--- src/rtl/gpr_pkg.sv ---
// Shared types and sizes for the GPR writeback path.
package gpr_pkg;
    localparam int REG_NUM  = 10;
    localparam int ADDR_W   = 4;
    localparam int DATA_W   = 10;
    localparam int WB_DEPTH = 4;
    localparam int NUM_PUSH = 2;
    localparam int PTR_W    = $clog2(WB_DEPTH);
    localparam int CNT_W    = $clog2(WB_DEPTH + 1);

    typedef struct packed {
        logic [ADDR_W-1:0] addr;
        logic [DATA_W-1:0] data;
    } wb_entry_t;
endpackage

--- src/rtl/wb_fifo.sv ---
// In-order writeback queue: NUM_PUSH ordered push ports, one pop port.
module wb_fifo
    import gpr_pkg::*;
(
    input  logic                     clk,
    input  logic                     rst,
    input  logic      [NUM_PUSH-1:0] push_i,
    input  wb_entry_t [NUM_PUSH-1:0] push_entry_i,
    input  logic                     pop_i,
    output wb_entry_t                head_o,
    output logic      [CNT_W-1:0]    count_o
);
    wb_entry_t        mem_q [WB_DEPTH];
    logic [PTR_W-1:0] wptr_q, wptr_d, rptr_q, rptr_d;
    logic [CNT_W-1:0] count_q, count_d, n_push;
    logic [PTR_W-1:0] slot [NUM_PUSH];

    // Lower-numbered ports take the earlier slots, so port 0 is popped first.
    always_comb begin
        n_push = '0;
        for (int i = 0; i < NUM_PUSH; i++) begin
            slot[i] = wptr_q + PTR_W'(n_push);
            n_push  = n_push + CNT_W'(push_i[i]);
        end
        wptr_d  = wptr_q + PTR_W'(n_push);
        rptr_d  = rptr_q + PTR_W'(pop_i);
        count_d = count_q + n_push - CNT_W'(pop_i);
    end

    always_ff @(posedge clk) begin
        for (int i = 0; i < NUM_PUSH; i++)
            if (push_i[i]) mem_q[slot[i]] <= push_entry_i[i];
    end

    always_ff @(posedge clk or negedge rst) begin
        if (!rst) begin
            wptr_q  <= '0;
            rptr_q  <= '0;
            count_q <= '0;
        end else begin
            wptr_q  <= wptr_d;
            rptr_q  <= rptr_d;
            count_q <= count_d;
        end
    end

    assign head_o  = mem_q[rptr_q];
    assign count_o = count_q;
endmodule

--- src/rtl/gpr_writeback.sv ---
// Merges ALU and load results into one registered GPR write port.
module gpr_writeback
    import gpr_pkg::*;
(
    input  logic              clk,
    input  logic              rst,
    input  logic              alu_valid,
    output logic              alu_ready,
    input  logic [ADDR_W-1:0] alu_addr,
    input  logic [DATA_W-1:0] alu_data,
    input  logic              mem_valid,
    output logic              mem_ready,
    input  logic [ADDR_W-1:0] mem_addr,
    input  logic [DATA_W-1:0] mem_data,
    output logic              write,
    output logic [ADDR_W-1:0] inaddr,
    output logic [DATA_W-1:0] indata,
    output logic [CNT_W-1:0]  pending,
    output logic              busy,
    output logic              addr_err,
    input  logic              clr_err
);
    wb_entry_t                head;
    logic      [CNT_W-1:0]    count;
    wb_entry_t [NUM_PUSH-1:0] entry;
    logic      [NUM_PUSH-1:0] xfer, addr_ok, push;
    logic                     pop, err_d;
    logic                     write_q;
    logic      [ADDR_W-1:0]   inaddr_q;
    logic      [DATA_W-1:0]   indata_q;
    logic                     err_q;

    // MEM yields the last free slot to ALU so two pushes never overflow.
    assign alu_ready = count < CNT_W'(WB_DEPTH);
    assign mem_ready = (count < CNT_W'(WB_DEPTH - 1)) ||
                       ((count == CNT_W'(WB_DEPTH - 1)) && !alu_valid);

    assign entry[0] = '{addr: alu_addr, data: alu_data};
    assign entry[1] = '{addr: mem_addr, data: mem_data};
    assign xfer     = {mem_valid & mem_ready, alu_valid & alu_ready};

    for (genvar i = 0; i < NUM_PUSH; i++) begin : g_chk
        assign addr_ok[i] = entry[i].addr < ADDR_W'(REG_NUM);
        assign push[i]    = xfer[i] & addr_ok[i];
    end

    assign pop   = count != '0;
    assign err_d = (|(xfer & ~addr_ok)) ? 1'b1 : (clr_err ? 1'b0 : err_q);

    wb_fifo u_fifo (
        .clk          (clk),
        .rst          (rst),
        .push_i       (push),
        .push_entry_i (entry),
        .pop_i        (pop),
        .head_o       (head),
        .count_o      (count)
    );

    always_ff @(posedge clk or negedge rst) begin
        if (!rst) begin
            write_q  <= 1'b0;
            inaddr_q <= '0;
            indata_q <= '0;
            err_q    <= 1'b0;
        end else begin
            write_q  <= pop;
            inaddr_q <= pop ? head.addr : '0;
            indata_q <= pop ? head.data : '0;
            err_q    <= err_d;
        end
    end

    assign write    = write_q;
    assign inaddr   = inaddr_q;
    assign indata   = indata_q;
    assign pending  = count;
    assign busy     = (count != '0) || write_q;
    assign addr_err = err_q;
endmodule

--- config.mk ---
export PLATFORM = sky130hd
export DESIGN_NAME = gpr_writeback
export DESIGN_NICKNAME = d
export VERILOG_FILES = /design/src/rtl/gpr_pkg.sv /design/src/rtl/wb_fifo.sv /design/src/rtl/gpr_writeback.sv
export SDC_FILE = /design/constraint.sdc
export NUM_CORES = 1
export LEC_CHECK = 0
export BUFFER_PORTS_ARGS = -buffer_cell sky130_fd_sc_hd__clkbuf_2
export CAP_MARGIN = 20
export CORE_MARGIN = 2
export CORE_UTILIZATION = 58
export CTS_CLUSTER_DIAMETER = 60
export DETAILED_ROUTE_END_ITERATION = 7
export GPL_TIMING_DRIVEN = 0
export PLACE_DENSITY_LB_ADDON = 0.12
export RECOVER_POWER = 50
export SYNTH_ARGS = -nofsm -noshare
export SYNTH_HDL_FRONTEND = slang
export SYNTH_HIERARCHICAL = 1
export SYNTH_SLANG_ARGS = --single-unit
--- constraint.sdc ---
create_clock -name clk -period 6.3 [get_ports clk]
set_input_delay 0.63 -clock clk [delete_from_list [all_inputs] [get_ports clk]]
set_output_delay 0.63 -clock clk [all_outputs]
set_load 0.1 [all_outputs]
# Word-level counts from Yosys, hierarchy flattened
# Memories as Yosys holds them, arrays and structs flattened.
# Index checks and enable logic that the tools add are counted.
[word_totals]
mem_bits_rw = 56
elab_cells = 40
memories = 1
register_bits = 23
latch_bits = 0
inputBits = 33
romBits = 0
out_inout_bits = 22
[classes]
addsub = 6
n_bitwise = 6
n_mux = 8
n_lt_le_gt_ge = 4
n_shift = 0
n_div = 0
n_reduce_logical = 7
n_mul = 0
n_eq_ne = 1
[memory_table]
columns = ["memory", "depth", "word_bits", "read_ports", "rd_clocked_by_memory_dff", "wr", "line", "rtl"]
rows = [
  ["u_fifo.mem_q", 4, 14, 1, 0, 2, "wb_fifo.sv:13", "wb_entry_t mem_q [WB_DEPTH];"],
]
[ops]
columns = ["op", "count"]
rows = [
  ["$mux W10", 1],
  ["$lt A4 B4 Y1 const B", 2],
  ["$mux W1", 6],
  ["$add A2 B1 Y2", 2],
  ["$and A1 B1 Y1", 4],
  ["$mux W4", 1],
  ["$add A3 B3 Y3", 1],
  ["$eq A3 B2 Y1 const B", 1],
  ["$lt A3 B2 Y1 const B", 1],
  ["$lt A3 B3 Y1 const B", 1],
  ["$reduce_bool A3 Y1", 1],
  ["$sub A3 B1 Y3", 1],
  ["$add A1 B1 Y2", 1],
  ["$add A2 B2 Y2", 1],
  ["$and A2 B2 Y2", 1],
  ["$logic_or A1 B1 Y1", 2],
  ["$not A2 Y2", 1],
  ["$reduce_bool A2 Y1", 1],
  ["$reduce_or A2 Y1", 1],
  ["$logic_and A1 B1 Y1", 1],
  ["$logic_not A1 Y1", 1],
]

# Longest topological paths before layout
# Gate-level depths: netlist of run 1.
[logic_depth]
ltp_word = 8
mapped_depth = 9
mapped_depth_nobuf = 9

# Hierarchy
# The synthesis of run 1 kept the hierarchy.
[by_module_without_submodules]
columns = ["mod", "n_inst", "cells_each", "area_per_inst_um2", "seq_area_each_um2"]
rows = [
  ["wb_fifo", 1, 174, 3130.5, 1856.8],
  ["gpr_writeback", 1, 44, 586.8, 400.4],
]

# Worst setup path after synthesis of run 1
# No wires, ideal clock.
[synth_path]
kind = "reg2reg"
start = "reg u_fifo.count_q[2], in the netlist u_fifo/count_o[2]"
end = "mem u_fifo/mem_q[2][0] (netlist bit), enable pin"
t_required_ns = 5.896
path_slack_ns = 2.192
path_buffers = 2
setup_time_ns = 0.404
stages_incl_launch_ff = 9
period_less_slack_ns = 4.108
arrival_ns = 3.704
cell_sequence = "dfrtp_1 > inv_1 > and3_1 > ha_1 > xnor2_1 > or3b_1 > buf_2 > buf_6 > o21ai_0"
[synth_lines]
columns = ["item", "line", "rtl"]
rows = [
  ["from (decl)", "wb_fifo.sv:15", "logic [CNT_W-1:0] count_q, count_d, n_push;"],
  ["from (signal assigned)", "wb_fifo.sv:43", "count_q <= count_d;"],
  ["to (decl)", "wb_fifo.sv:13", ""],
]

# Worst setup path after layout of run 1
[layout_path]
start = "reg u_fifo.count_q[2], in the netlist u_fifo/count_o[2]"
end = "reg u_fifo.count_q[2], in the netlist u_fifo/count_o[2]"
[layout_between]
word_cells_on_any_way = 13
classes_between = "3 x add/sub; 2 x order compare; 1 x eq/ne; 4 x bitwise; 3 x reduce/logical"
[layout_lines]
columns = ["item", "line", "rtl"]
rows = [
  ["$reduce_bool A3 Y1", "gpr_writeback.sv:47", "assign pop = count != '0;"],
  ["via pop", "gpr_writeback.sv:27", "logic pop, err_d;"],
  ["$sub A3 B1 Y3", "wb_fifo.sv:27", "count_d = count_q + n_push - CNT_W'(pop_i);"],
  ["via u_fifo.count_d[2]", "wb_fifo.sv:15", ""],
]
# The timed path passes the listed nets, and every way through them passes these cells.
# A chain may end at the register's enable or synchronous reset.

==> run metrics, run 1 <==
Tot GR Track Use=22.2%; Hold Crit Class=register to register; Max Cap Viol=1; CTS resizes=0; antenna viol nets, final=0; diodes inserted=0; Synth Area in Adders=2.22%; pin count of the biggest net entering global routing=24; Synth Register Bits=79; proportion of layout cells with a drive suffix above 1=42.7%; violated checks=max-capacitance violations, max-slew violations; IO buf count=54; Post-synth top flop=edfxtp_1; final number of hold-violating endpoints=0; CP Data Arrival Time=3.47 ns; CP startpoint=u_fifo/count_o[2]$_DFF_PN0_; Worst path max stage delay=0.84 ns; Final GP Congestion=0.770; Compound-Gate Fraction of Synth Area=1.48%; via count=2091; Hold Crit Start=u_fifo/rptr_q[0]$_DFF_PN0_; Worst EP required=6.53 ns; Die X=84.1 um; P&R area growth vs syn=13.3%; Least-Margin Pin Slew=1.75 ns; Mapped Area=3720 sq um; Seq/Total Area, Yosys=60.7%; PnR worst setup slack=3.06 ns; Initial Util=59.2%; area occupied by multi-input gates=1370 sq um; Synth top area share=45.2%; vias in the first global route=2259; critical path class=register to register; Post-Synth Simple-Gate Area=5.02%; wire per inst=19.8 um; Vias/cell=5.73; TNS Setup=0 ns; crit path max fanout=10; count of cell types in the netlist=26; top cells by area, synth=edfxtp_1, dfrtp_1, mux2_2; Clock Skew=0.00579 ns; final core utilization=67.1%; Core ar.=6280 sq um; final-report max-slew violation count=15; root buffer selected by CTS=clkbuf_8; min cycle time layout=3.24 ns; total of warnings raised by yosys=6; CP delay by family, top=simple AND/OR/NAND/NOR gates; clock latency on the worst-skew pair=0.34 ns; DRC=0; initial drt markers=145; pre-CTS setup slack=2.98 ns; crit-path cells=nor3_1 -> clkbuf_1 -> inv_1 -> xor2_1 -> ha_1 -> inv_1 -> fa_1 -> xor2_1 -> xnor2_1; Final #Nets=322; CTS sink count=79; initial antenna violation count=0; sequential cell area=2260 sq um; post-CTS setup repair buffer count=0; Bufs on Longest Clock Path=2; Fmax=308 MHz; Post-Route WL=7210 um; DIE HEIGHT=84.1 um; Ports=55; gr ovfl total=0; Cells after Synth=218; Worst slew margin=-16.6%; unrepaired setup endpoints after global routing=false; Worst Setup Start Kind=register; total clock buffers created by CTS=9; CP Buf/Inv Count=3; drt pass-1 iters=4; die area=7070 sq um; post-synthesis xor/xnor area fraction=1.88%; Commonest cells post-synth=edfxtp_1, mux2_2, dfrtp_1; Syn Nets=257; status=finished, violations left; crit end category=register; H-tree depth=3; clock-pin slew on the worst setup and hold paths=0.08 ns; hold_buf cts=0; RR Startpoint=u_fifo/count_o[2]$_DFF_PN0_; Finished Layout Cells=365; slowest cell on the critical path=nor3_1; share of flip-flops with an asynchronous set or reset=29.1%; largest family of logic cells by synthesized area=multiplexers; Synth area leader=edfxtp_1; Fill cells=481; dpl cells=349; post-synthesis mux area share=26.4%; cell row count=29; EDFF count, synth=56; most common cell in the netlist=edfxtp_1; hpwl dp=4680 um; first-pass GRT wire length=11600 um; final setup violation count=0; average cell area after synthesis=17.1 sq um; CTS tree=done; ratio of final minimum period to clock period=51.5%
layout make-up:
class,instances,area share (%)
multi-input combinational,122,32.5
inverter,7,0.624
sequential,79,53.6
tap,77,2.29
timing repair buffer,54,5.71
clock buffer,10,3.27
clock inverter,6,0.862
buffer,10,1.16
kinds of logic (layout without fill, tap and decap cells):
kind of cell | after synthesis | after routing
fa+ha+maj | 6 | 6
compound gates | 8 | 8
simple gates | 30 | 30
xor+xnor | 8 | 8
buf+inv | 17 | 87
flops | 79 | 79
mux | 70 | 70
final timing paths:
kind                                          endpoint  slack [ns]  cells past startpoint
min in group asynchronous              write$_DFF_PN0_        0.55                      1
setup reg to reg           u_fifo/count_o[2]$_DFF_PN0_        3.06                      9
max in group asynchronous          indata[2]$_DFF_PN0_        4.99                      1
hold reg to reg             u_fifo/rptr_q[0]$_DFF_PN0_        0.51                      1
setup / recovery           u_fifo/count_o[2]$_DFF_PN0_        3.06                      9
hold / removal              u_fifo/rptr_q[0]$_DFF_PN0_        0.51                      1
cell usage in the layout, fill, tap and decap left out:
cell         n
edfxtp_1    56
mux2_2      47
clkbuf_1    30
clkbuf_2    30
dfrtp_1     23
nor2b_1     15
mux4_2      14
clkbuf_8    10
mux2_4       9
inv_1        7
nand2_1      5
xor2_1       5
ha_1         5
clkinv_2     4
and3_1       3
nand2b_1     3
xnor2_1      3
buf_2        3
o21ai_0      2
o21ai_2      2
nor3_1       1
a31oi_1      1
o221ai_1     1
clkinvlp_4   1
clkinv_4     1
nor2_1       1
or3b_1       1
buf_6        1
nand3b_1     1
o21bai_2     1
o22ai_1      1
fa_1         1
per-stage QoR:
stage                     hold WS, ns  area (sq um)
after floorplan                 0.334          3720
after global placement          0.478          4080
after detailed placement        0.496          4100
after CTS                       0.292          4280
after global routing            0.541          4210
final                           0.511          4210
registers in the layout, summed over array words and instances, names as in the netlist:
name and flops:
addr_err 1, inaddr 4, indata 10, u_fifo/count_o 3, u_fifo/mem_q 56, u_fifo/rptr_q 2
u_fifo/wptr_q 2, write 1
routing by layer:
layer	vias to the layer above	part of all wire, %	track usage (%)
met3	15	5.8	5.24
li1	959	-	-
met2	67	51	36.7
met4	0	1.6	9.38
met1	1050	42	28.2
met5	-	0	0
Power of run 1 is not shown: default switching activity piles up to over one toggle a cycle in this logic, so the estimate is an artifact.
==> inputs of run 2 (changes only) <==
--- a/config.mk
+++ b/config.mk
@@ -5,6 +5,7 @@
 export SDC_FILE = /design/constraint.sdc
 export NUM_CORES = 1
 export LEC_CHECK = 0
+export ABC_AREA = 1
 export BUFFER_PORTS_ARGS = -buffer_cell sky130_fd_sc_hd__clkbuf_2
 export CAP_MARGIN = 20
 export CORE_MARGIN = 2
==> constraint.sdc (replaced) <==
create_clock -name clk -period 3.3 [get_ports clk]
set_input_delay 0.33 -clock clk [delete_from_list [all_inputs] [get_ports clk]]
set_output_delay 0.33 -clock clk [all_outputs]
set_load 0.1 [all_outputs]
==> run 2 against run 1 <==
The run now ends clean; worst setup slack worse by 2.8 ns; design area rose by 11%; core utilization is 1.1 points higher; critical path depth decreased by 1; critical path type unchanged; highest routed layer unchanged.
==> run metrics, run 2 <==
Final GP Congestion=0.970 (+26%); Power Density=1060 nW/um^2; total of warnings raised by yosys=6 (unchanged); crit path max fanout=10 (unchanged); antenna viol nets, final=0 (unchanged); sequential cell area=2260 sq um (unchanged); Ports=55 (unchanged); DIE HEIGHT=88.5 um (+5.3%); Clock Skew=0.00813 ns (+0.00234 ns); Final Cell Area=4680 sq um (+11%); clock latency on the worst-skew pair=0.34 ns (about the same); Synth top area share=40.6% (-4.7 points); area occupied by multi-input gates=1470 sq um (+7.8%); slowest cell on the critical path=nor3_1; initial antenna violation count=0 (unchanged); critical path class=register to register; initial drt markers=329 (+130%); CTS sink count=79 (unchanged); EDFF count, synth=56 (unchanged); root buffer selected by CTS=clkbuf_8; hpwl dp=7490 um (+60%); min cycle time layout=3.03 ns (-0.209 ns); final setup violation count=0 (unchanged); most frequent cells in the layout=nand2_1, inv_1, nand3_1, edfxtp_1, clkbuf_1; TNS Setup=0 ns (unchanged); most common cell after layout, fill and taps aside=nand2_1; Cells after Synth=477 (+120%); DRC=0 (unchanged); Post-Route WL=9860 um (+37%); count of cell types in the netlist=26 (unchanged); Worst path max stage delay=0.65 ns (-0.19 ns); most common cell in the netlist=nand2_1; gr ovfl total=0 (unchanged); final-report max-slew violation count=0 (-15); pin count of the biggest net entering global routing=24 (unchanged); average cell area after synthesis=8.69 sq um (-49%); Seq/Total Area, Yosys=54.5% (-6.3 points); Tot GR Track Use=27.7% (+5.5 points); proportion of layout cells with a drive suffix above 1=12.4% (-30 points); final number of hold-violating endpoints=0 (unchanged); Fill cells=605 (+26%); GR Util met2=42.6% (+5.9 points); CP Buf/Inv Count=3 (unchanged); first-pass GRT wire length=15800 um (+37%); top cells by area, synth=edfxtp_1, nand2_1, dfrtp_1; Placed Area=4560 sq um (+11%); CTS tree=done; diodes inserted=0 (unchanged); wire per inst=15.3 um (-23%); P&R area growth vs syn=12.9%; drt pass-1 iters=5 (+1); Hold Crit Class=primary input to register; post-CTS setup repair buffer count=0 (unchanged); IO buf count=54 (unchanged); CP Data Arrival Time=3.09 ns (-0.38 ns); final core utilization=68.2% (+1.1 points); Top Usage Layer GRT=met2; unrepaired setup endpoints after global routing=false; Commonest cells post-synth=nand2_1, nand3_1, inv_1; crit end category=register; clock-pin slew on the worst setup and hold paths=0.08 ns (about the same); status=completed; Synth area leader=edfxtp_1; Max Cap Viol=0 (-1); share of flip-flops with an asynchronous set or reset=29.1% (unchanged); Worst EP required=3.36 ns (-3.17 ns); crit-path cells=nor3_1 -> ha_1 -> inv_1 -> nand2_1 -> nand3_2 -> buf_2 -> o21ai_1 -> buf_6; total clock buffers created by CTS=9 (unchanged); Least-Margin Pin Slew=1.16 ns (-0.585 ns); Post-synth top flop=edfxtp_1; Synth Register Bits=79 (unchanged); M1 GR Usage=40.2% (+12 points); CP delay by family, top=simple AND/OR/NAND/NOR gates; Bufs on Longest Clock Path=2 (unchanged); Initial Util=60.3% (+1.1 points); die area=7840 sq um (+11%); vias in the first global route=3184 (+41%); Syn Nets=516 (+100%); Final #Nets=584 (+81%); P_leak=2.27 nW; global routing usage on met3=5.13% (-0.11 points); Fmax=330 MHz (+6.9%); ratio of final minimum period to clock period=91.9% (+40 points); cell row count=30 (+3.4%); Mapped Area=4150 sq um (+12%); Worst Setup Start Kind=register; hold_ws=0.233 ns (-0.278 ns); Die X=88.5 um (+5.3%); via count=3416 (+63%); Largest register FFs=56 (unchanged); Core ar.=6870 sq um (+9.4%); H-tree depth=3 (unchanged); Worst slew margin=22.7% (+39 points); worst IR drop on VDD=0.000512 V; final total power=4.96 mW; Vias/cell=5.29 (-7.7%)
-- run 2: stage by stage --
stage	cells	worst slack, ns
2_1_floorplan	477	-0.0206
3_5_place_dp	629	0.139
4_1_cts	646	0.320
5_1_grt	646	0.0631
3_3_place_gp	627	-0.0380
6_report	646	0.268
-- run 2: per-layer routing --
layer	vias up	share of wire (%)
met3	19	9.4
met5	-	0
met4	0	2.0
met1	1529	44
li1	1676	-
met2	192	44
-- run 2: kinds of logic (layout without fill, tap and decap cells) --
logic type / count (synthesis) / after routing / share of synthesized area, %
and+or+nand+nor: 271 / 271 / 27.9
buffers and inverters: 86 / 159 / 9.36
DFF: 79 / 79 / 54.5
AOI/OAI and AO/OA: 31 / 31 / 5.43
adders and majority gates: 6 / 6 / 1.99
xor gates and xnor gates: 4 / 4 / 0.845
-- run 2: what timing repair did --
| item | 4_1_cts | 5_1_grt |
|---|---|---|
| gates resized for setup | 0 | 0 |
| hold endpoints to repair | 23 | 0 |
| hold buffers | 1 | 0 |
| endpoints found under the setup margin | 0 | 0 |
-- run 2: where the power goes --
group / switching [mW] / internal, mW / leakage [nW] / total [mW]
combinational: 2.10 / 0.548 / 1.37 / 2.65
sequential: 0.116 / 1.42 / 0.785 / 1.54
clock: 0.326 / 0.445 / 0.110 / 0.771
total: 2.55 / 2.42 / 2.27 / 4.96
-- run 2: final cells by class --
| type | count | area share [%] |
|---|---|---|
| Buffer | 24 | 2.38 |
| Clock buffer | 12 | 3.10 |
| Clock inverter | 4 | 1.50 |
| Inverter | 62 | 4.97 |
| Multi-Input combinational cell | 312 | 31.5 |
| Sequential cell | 79 | 48.2 |
| Tap cell | 96 | 2.57 |
| Timing Repair Buffer | 57 | 5.80 |
-- run 2: worst paths after layout --
| check | cells past startpoint | start | endpoint | slack (ns) |
|---|---|---|---|---|
| max | 8 | u_fifo/count_o[2]$_DFF_PN0_ | u_fifo/mem_q[1][5]$_DFFE_PP_ | 0.27 |
| min | 3 | mem_valid | addr_err$_DFFE_PN0P_ | 0.23 |
| max reg2reg | 8 | u_fifo/count_o[2]$_DFF_PN0_ | u_fifo/mem_q[1][5]$_DFFE_PP_ | 0.27 |
| min reg2reg | 1 | u_fifo/rptr_q[0]$_DFF_PN0_ | u_fifo/rptr_q[0]$_DFF_PN0_ | 0.55 |
| max in group asynchronous | 2 | rst | indata[6]$_DFF_PN0_ | 1.88 |
| min in group asynchronous | 2 | rst | write$_DFF_PN0_ | 0.73 |
-- run 2: worst reg2reg max path: stages (launching register included) --
cell	delay [ns]
dfrtp_1	0.46
nor3_1	0.66
ha_1	0.32
inv_1	0.08
nand2_1	0.12
nand3_2	0.16
buf_2	0.24
o21ai_1	0.48
buf_6	0.24
Power figures use the tool's default switching activity.
